[config.mk]
export PLATFORM = sky130hd
export DESIGN_NAME = ex_stage
export DESIGN_NICKNAME = d
export VERILOG_FILES = /design/src/rtl/ex_pkg.sv /design/src/rtl/muldiv_unit.sv /design/src/rtl/ex_stage.sv
export SDC_FILE = /design/constraint.sdc
export NUM_CORES = 1
export LEC_CHECK = 0
export ABC_AREA = 1
export ABC_CLOCK_PERIOD_IN_PS = 8500
export CAP_MARGIN = 20
export CELL_PAD_IN_SITES_DETAIL_PLACEMENT = 1
export CELL_PAD_IN_SITES_GLOBAL_PLACEMENT = 1
export CORE_MARGIN = 2
export CORE_UTILIZATION = 34
export DETAILED_ROUTE_END_ITERATION = 12
export GPL_TIMING_DRIVEN = 0
export PLACE_DENSITY = 0.86
export SLEW_MARGIN = 15
export SYNTH_ARGS = -nofsm -noshare
export SYNTH_HDL_FRONTEND = slang
export SYNTH_SLANG_ARGS = --single-unit
[constraint.sdc]
create_clock -name vclk -period 8.5
set_input_delay 2.55 -clock vclk [all_inputs]
set_output_delay 2.55 -clock vclk [all_outputs]
set_load 0.02 [all_outputs]
[src/rtl/ex_pkg.sv]
// Shared definitions for the execute stage: ALU operation codes, the
// multiply/divide sequencer states and a small two's-complement helper.
package ex_pkg;

    // ALU operation codes carried in the ID/EX register; 0 is what a flush delivers.
    localparam logic [6:0] OpNop  = 7'h00;
    localparam logic [6:0] OpAdd  = 7'h01;
    localparam logic [6:0] OpSub  = 7'h02;
    localparam logic [6:0] OpAnd  = 7'h03;
    localparam logic [6:0] OpOr   = 7'h04;
    localparam logic [6:0] OpXor  = 7'h05;
    localparam logic [6:0] OpSlt  = 7'h06;
    localparam logic [6:0] OpSll  = 7'h07;
    localparam logic [6:0] OpSrl  = 7'h08;
    localparam logic [6:0] OpSra  = 7'h09;
    localparam logic [6:0] OpLui  = 7'h0A;
    localparam logic [6:0] OpMult = 7'h10;
    localparam logic [6:0] OpDiv  = 7'h11;
    localparam logic [6:0] OpMfhi = 7'h12;
    localparam logic [6:0] OpMflo = 7'h13;

    // Iterative multiply/divide sequencer states.
    typedef enum logic [1:0] {
        MdIdle,
        MdBusy,
        MdDone
    } md_state_t;

    // Unsigned magnitude of a signed 32-bit value (-2^31 maps to 2^31).
    function automatic logic [31:0] magnitude(input logic [31:0] x);
        return x[31] ? (~x + 32'd1) : x;
    endfunction

endpackage

[src/rtl/muldiv_unit.sv]
// Iterative signed 32x32 multiplier / 32/32 divider, one bit per cycle.
// Works on operand magnitudes and fixes the signs when writing HI/LO.
// Only instantiated when EX_MULDIV_EN is defined.
module muldiv_unit
    import ex_pkg::*;
(
    input  logic        clk,
    input  logic        reset,
    input  logic        start,
    input  logic        op,      // 0 = MULT, 1 = DIV
    input  logic [31:0] a,
    input  logic [31:0] b,
    output logic        busy,
    output logic [31:0] hi,
    output logic [31:0] lo,
    output logic        done
);

    md_state_t   state_q;
    logic [4:0]  count_q;
    logic        is_div_q;
    logic        neg_res_q;   // sign of product / quotient
    logic        neg_rem_q;   // remainder takes the dividend sign
    logic        div_zero_q;
    logic [31:0] dividend_q;
    logic [31:0] mag_b_q;
    logic [31:0] acc_hi_q;
    logic [31:0] acc_lo_q;
    logic [31:0] hi_q;
    logic [31:0] lo_q;

    logic [32:0] mul_sum;
    logic [32:0] div_shift;
    logic [32:0] div_diff;
    logic        div_ge;
    logic [31:0] step_hi;
    logic [31:0] step_lo;
    logic [63:0] mul_prod;
    logic [63:0] mul_fin;
    logic [31:0] fin_hi;
    logic [31:0] fin_lo;

    // One shift-add (mult) or restoring shift-subtract (div) step, plus final sign fix-up.
    always_comb begin
        mul_sum   = {1'b0, acc_hi_q} + (acc_lo_q[0] ? {1'b0, mag_b_q} : 33'd0);
        div_shift = {acc_hi_q, acc_lo_q[31]};
        div_diff  = div_shift - {1'b0, mag_b_q};
        div_ge    = (div_shift >= {1'b0, mag_b_q});
        if (is_div_q) begin
            step_hi = div_ge ? div_diff[31:0] : div_shift[31:0];
            step_lo = {acc_lo_q[30:0], div_ge};
        end else begin
            step_hi = mul_sum[32:1];
            step_lo = {mul_sum[0], acc_lo_q[31:1]};
        end
        mul_prod = {step_hi, step_lo};
        mul_fin  = neg_res_q ? (~mul_prod + 64'd1) : mul_prod;
        if (!is_div_q) begin
            fin_hi = mul_fin[63:32];
            fin_lo = mul_fin[31:0];
        end else if (div_zero_q) begin
            fin_hi = dividend_q;
            fin_lo = 32'hFFFF_FFFF;
        end else begin
            fin_hi = neg_rem_q ? (~step_hi + 32'd1) : step_hi;
            fin_lo = neg_res_q ? (~step_lo + 32'd1) : step_lo;
        end
    end

    // Sequencer: latch operands on start, iterate 32 steps, write HI/LO, then one DONE cycle.
    always_ff @(posedge clk) begin
        if (reset) begin
            state_q    <= MdIdle;
            count_q    <= '0;
            is_div_q   <= 1'b0;
            neg_res_q  <= 1'b0;
            neg_rem_q  <= 1'b0;
            div_zero_q <= 1'b0;
            dividend_q <= '0;
            mag_b_q    <= '0;
            acc_hi_q   <= '0;
            acc_lo_q   <= '0;
            hi_q       <= '0;
            lo_q       <= '0;
        end else begin
            case (state_q)
                MdIdle: begin
                    if (start) begin
                        is_div_q   <= op;
                        neg_res_q  <= a[31] ^ b[31];
                        neg_rem_q  <= a[31];
                        div_zero_q <= (b == 32'd0);
                        dividend_q <= a;
                        mag_b_q    <= magnitude(b);
                        acc_hi_q   <= '0;
                        acc_lo_q   <= magnitude(a);
                        count_q    <= '0;
                        state_q    <= MdBusy;
                    end
                end
                MdBusy: begin
                    acc_hi_q <= step_hi;
                    acc_lo_q <= step_lo;
                    count_q  <= count_q + 5'd1;
                    if (count_q == 5'd31) begin
                        hi_q    <= fin_hi;
                        lo_q    <= fin_lo;
                        state_q <= MdDone;
                    end
                end
                // The op leaves EX during DONE, so never restart from here.
                MdDone:  state_q <= MdIdle;
                default: state_q <= MdIdle;
            endcase
        end
    end

    // Busy rises in the issuing cycle itself so the pipeline holds immediately.
    always_comb begin
        busy = !reset && ((state_q == MdIdle && start) || state_q == MdBusy);
        done = (state_q == MdDone);
        hi   = hi_q;
        lo   = lo_q;
    end

endmodule

[src/rtl/ex_stage.sv]
// Execute stage: operand forwarding from MEM/WB, destination select, ALU.
// Define EX_MULDIV_EN to add the iterative MULT/DIV unit and HI/LO registers;
// without it codes 10-13 produce 0 and the stage never stalls.
module ex_stage
    import ex_pkg::*;
(
    input  logic        clk,
    input  logic        reset,
    input  logic [6:0]  alu_op_e,
    input  logic [31:0] read_data_1_e,
    input  logic [31:0] read_data_2_e,
    input  logic [31:0] imm_e,
    input  logic        source_1_sel_e,
    input  logic        reg_dst_e,
    input  logic [4:0]  register_s_e,
    input  logic [4:0]  register_t_e,
    input  logic [4:0]  register_d_e,
    input  logic [31:0] alu_result_m,
    input  logic        reg_write_m,
    input  logic [4:0]  write_reg_m,
    input  logic [31:0] result_w,
    input  logic        reg_write_w,
    input  logic [4:0]  write_reg_w,
    output logic [31:0] alu_result_e,
    output logic [31:0] write_data_e,
    output logic [4:0]  write_reg_e,
    output logic        stall_e,
    output logic        ex_valid_e
);

    logic [31:0] src_a;
    logic [31:0] fwd_b;
    logic [31:0] src_b;

`ifdef EX_MULDIV_EN
    logic        md_busy;
    logic [31:0] md_hi;
    logic [31:0] md_lo;
    logic        unused_md_done;

    muldiv_unit u_muldiv (
        .clk   (clk),
        .reset (reset),
        .start (alu_op_e == OpMult || alu_op_e == OpDiv),
        .op    (alu_op_e == OpDiv),
        .a     (src_a),
        .b     (src_b),
        .busy  (md_busy),
        .hi    (md_hi),
        .lo    (md_lo),
        .done  (unused_md_done)
    );

    assign stall_e = md_busy;
`else
    logic unused_clk_reset;
    assign unused_clk_reset = clk ^ reset;
    assign stall_e = 1'b0;
`endif

    assign ex_valid_e = !stall_e;

    // Forwarding: MEM beats WB; register 0 is never forwarded.
    always_comb begin
        if (reg_write_m && write_reg_m == register_s_e && register_s_e != 5'd0) begin
            src_a = alu_result_m;
        end else if (reg_write_w && write_reg_w == register_s_e && register_s_e != 5'd0) begin
            src_a = result_w;
        end else begin
            src_a = read_data_1_e;
        end
        if (reg_write_m && write_reg_m == register_t_e && register_t_e != 5'd0) begin
            fwd_b = alu_result_m;
        end else if (reg_write_w && write_reg_w == register_t_e && register_t_e != 5'd0) begin
            fwd_b = result_w;
        end else begin
            fwd_b = read_data_2_e;
        end
        src_b        = source_1_sel_e ? imm_e : fwd_b;
        write_data_e = fwd_b;
        write_reg_e  = reg_dst_e ? register_d_e : register_t_e;
    end

    // ALU result; MULT/DIV themselves report 0 (results appear via MFHI/MFLO).
    always_comb begin
        alu_result_e = 32'd0;
        case (alu_op_e)
            OpAdd:   alu_result_e = src_a + src_b;
            OpSub:   alu_result_e = src_a - src_b;
            OpAnd:   alu_result_e = src_a & src_b;
            OpOr:    alu_result_e = src_a | src_b;
            OpXor:   alu_result_e = src_a ^ src_b;
            OpSlt:   alu_result_e = ($signed(src_a) < $signed(src_b)) ? 32'd1 : 32'd0;
            OpSll:   alu_result_e = src_b << src_a[4:0];
            OpSrl:   alu_result_e = src_b >> src_a[4:0];
            OpSra:   alu_result_e = $unsigned($signed(src_b) >>> src_a[4:0]);
            OpLui:   alu_result_e = {src_b[15:0], 16'h0000};
`ifdef EX_MULDIV_EN
            OpMfhi:  alu_result_e = md_hi;
            OpMflo:  alu_result_e = md_lo;
`endif
            default: alu_result_e = 32'd0;
        endcase
    end

endmodule

==> metrics, run 1 <==
status aborted with a tool error; failing step 5_1_grt; stop err [ERROR GRT-0232] Routing congestion too high. Check the congestion heatmap in the GUI.; Chip Height 190 um; share of the synthesized area in the top cell type 24.3%; sequential area share after synthesis 0%; Post-Synthesis Cells 2373; dpl hpwl 72800 um; count of cell types in the netlist 56; commonest cells in the netlist nand2_1, nand3_1, inv_1; GPL Wtd Cong 1.09; PortBufs 263; area leader, netlist nand3_1; placed cell area 15000 um^2; GRT Overall Usage 87.3%; global route overflow 1018; worst slack, placed -3.24 ns; Syn Nets 2670; Worst endpoint type output port; largest net degree at the start of global routing 13; Synth Area per Inst 4.97 um^2; yosys warns 0; top-count cell post-synth nand2_1; Cell Rows 68; Die W 190 um; Starting Density 34.3%; CTS Hold Bufs 0; IO Pins 269; top cells by area, synth nand3_1, nand2_1, ha_1, inv_1, a21oi_1; Post-Syn Area 11800 um^2; last worst endpoint in the global-route repair_timing alu_result_e[15]
[per-stage QoR]
stage / setup TNS [ns] / cells
after CTS: -2.67 / 3245
after detailed placement: -80.55 / 3094
after global placement: -80.38 / 3091
after floorplan: 0 / 2373
[metal layers]
| metal | global-route usage, % | overflow |
|---|---|---|
| met4 | 95.0 | 310 |
| met1 | 83.5 | 26 |
| met2 | 105 | 667 |
| met5 | 42.3 | 2 |
| met3 | 71.7 | 13 |
[timing repair]
item,in CTS
buffers inserted,169
cloned,6
setup endpoints to repair,32
resized for setup,1020
pin swaps,201
hold endpoints to repair,0
[logic make-up after synthesis]
kind of cell    after synthesis  synth area share (%)
fa+ha+maj                    99                  10.6
other cells                   2                0.0636
buf+inv                     430                  15.2
xor+xnor                     10                 0.742
simple gates               1478                  55.9
compound gates              354                  17.4
==> run 2, diff against run 1 <==
--- a/config.mk
+++ b/config.mk
@@ -8,13 +8,11 @@
 export ABC_AREA = 1
 export ABC_CLOCK_PERIOD_IN_PS = 8500
 export CAP_MARGIN = 20
-export CELL_PAD_IN_SITES_DETAIL_PLACEMENT = 1
-export CELL_PAD_IN_SITES_GLOBAL_PLACEMENT = 1
 export CORE_MARGIN = 2
-export CORE_UTILIZATION = 34
+export CORE_UTILIZATION = 30
 export DETAILED_ROUTE_END_ITERATION = 12
 export GPL_TIMING_DRIVEN = 0
-export PLACE_DENSITY = 0.86
+export PLACE_DENSITY_LB_ADDON = 0.15
 export SLEW_MARGIN = 15
 export SYNTH_ARGS = -nofsm -noshare
 export SYNTH_HDL_FRONTEND = slang
==> metrics, run 2 <==
first-pass GRT wire length 130000 um; met3 usage 10.8%; worst slew pin tran 1.08 ns; status finished with violations; Max-Cap Viols 0; routing usage on met1 55.2%; sequential area share after synthesis 0%; Routed Wire Length 93100 um; Cell Rows 72; Seq Cell Count 0; placed cell area 15100 um^2; Synth Area per Inst 4.97 um^2; worst hold path type input port to output pin; commonest non-fill, non-tap cell in the layout nand2_1; post-route cell area 20600 um^2; failing checks setup timing; FILL cells 3893; slowest stage delay, CP 0.37 ns; slowest cell on the critical path fa_2; area delta synth->final 74.2%; final hold violation count 0; Final min period 8.83 ns; Routed wire per std cell 27.7 um; # DRC 0; area leader, netlist nand3_1; Core Region 38700 um^2; Adder-Cell Fraction of Synth Area 10.6%; nets 3134; largest net degree at the start of global routing 13; fmax 113 MHz; M2 GR Usage 65.9%; endpoints failing setup 26; PortBufs 263; mux share of post-synthesis cell area 0%; Die W 202 um; crit path kind input port to output pin; crit-path most repeated cell nand2_4; Chip Height 202 um; DRC violation total after the first TritonRoute iteration 2582; total power draw 1.79 mW; Lkg Pwr 9.74 nW; die area 40900 um^2; Max Slew Vio Count 0; Post-Synth Simple-Gate Area 55.9%; Starting Density 30.5%; Slew headroom 27.9%; register area 0 um^2; post-synthesis xor/xnor area fraction 0.742%; Vias per Instance 6.03; crit-path leading delay family simple AND/OR/NAND/NOR gates; Final WS setup -0.333 ns; power per cell area 87.0 nW/um^2; CTS Hold Bufs 0; Syn Nets 2670; Post-Syn Area 11800 um^2; Most Crowded Layer GR met2; Max Fanout on Critical Path 5; most frequent cells in the layout nand2_1, nand3_1, inv_1, clkdlybuf4s50_1, buf_4; Detail Route Antenna Nets 0; share of cells above drive strength 1 32.0%; IO Pins 269; top cells by area, synth nand3_1, nand2_1, ha_1, inv_1, a21oi_1; crit path launch type input port; Clock Buffer Count 0; CP endpoint kind output pin; share of the synthesized area in the top cell type 24.3%; vias 20300; Arr. time, crit path 6.28 ns; final period utilization 104%; commonest cells in the netlist nand2_1, nand3_1, inv_1; dpl hpwl 72000 um; Post-Synthesis Cells 2373; global route overflow 0; GRT Overall Usage 43.1%; GPL Wtd Cong 1.06; initial antenna violation count 6; top-count cell post-synth nand2_1; Worst EP required 5.95 ns; buffer and inverter count on the worst path 8; area of the multi-input gates 13100 um^2; largest family of logic cells by synthesized area simple AND/OR/NAND/NOR gates; count of cell types in the netlist 56; RSZ-0062 raised after global routing true; 1st-pass router iterations 6; yosys warns 0; post-route insts no fill 3358; Placed Instances 3159; post-synthesis compound-gate area fraction 17.4%; vias in the first global route 19100; Worst VDD drop 33.3 uV
[run 2: cell counts after synthesis]
No cell type changed its count.
[run 2: routing by layer]
layer	up-vias	share of wire [%]
li1	8873	-
met1	9513	38
met2	1544	42
met3	329	12
met4	2	7.7
met5	-	0.014
[run 2: what timing repair did]
item                                   4_1_cts  5_1_grt
endpoints found under the hold margin        0        0
cloned                                       7        2
setup endpoints to repair                   32       32
resized for setup                         1011      230
setup buffers                              143       71
pin swaps                                  206      146
[run 2: area by class of cell]
type | instances | share of cell area, %
inverter | 302 | 5.86
timing repair buffer | 488 | 22.6
buffer | 101 | 4.55
antenna | 5 | 0.0609
tap | 518 | 3.15
multi-input combinational | 1944 | 63.7
[run 2: worst paths after layout]
kind / cells after the start / startpoint / endpoint / slack, ns
worst max-delay path: 25 / register_t_e[0] / alu_result_e[12] / -0.33
worst min-delay path: 4 / register_t_e[1] / write_reg_e[1] / 5.90
[run 2: kinds of logic after synthesis]
logic type,Yosys count
fa+ha+maj,99
buf+inv,430
compound gates,354
xor+xnor,10
other cells,2
simple gates,1478
[run 2: where the power goes]
part / internal (mW) / leakage (nW) / switching [mW]
Sequential: 0 / 0 / 0
Clock: 0.0000000954 / 0.0000313 / 0
Combinational: 0.677 / 9.74 / 1.11
[run 2: through the flow]
step	util (%)	hold WS, ns	setup slack [ns]	TNS (ns)
floorplan	-	5.27	0.120	0
global placement	38.9	5.96	-3.33	-83.68
detailed placement	39.0	5.96	-3.11	-75.16
CTS	49.4	5.90	-0.210	-2.76
global route	53.1	5.95	-0.426	-8.01
finish	53.1	5.90	-0.333	-5.34
Power figures use the tool's default switching activity.
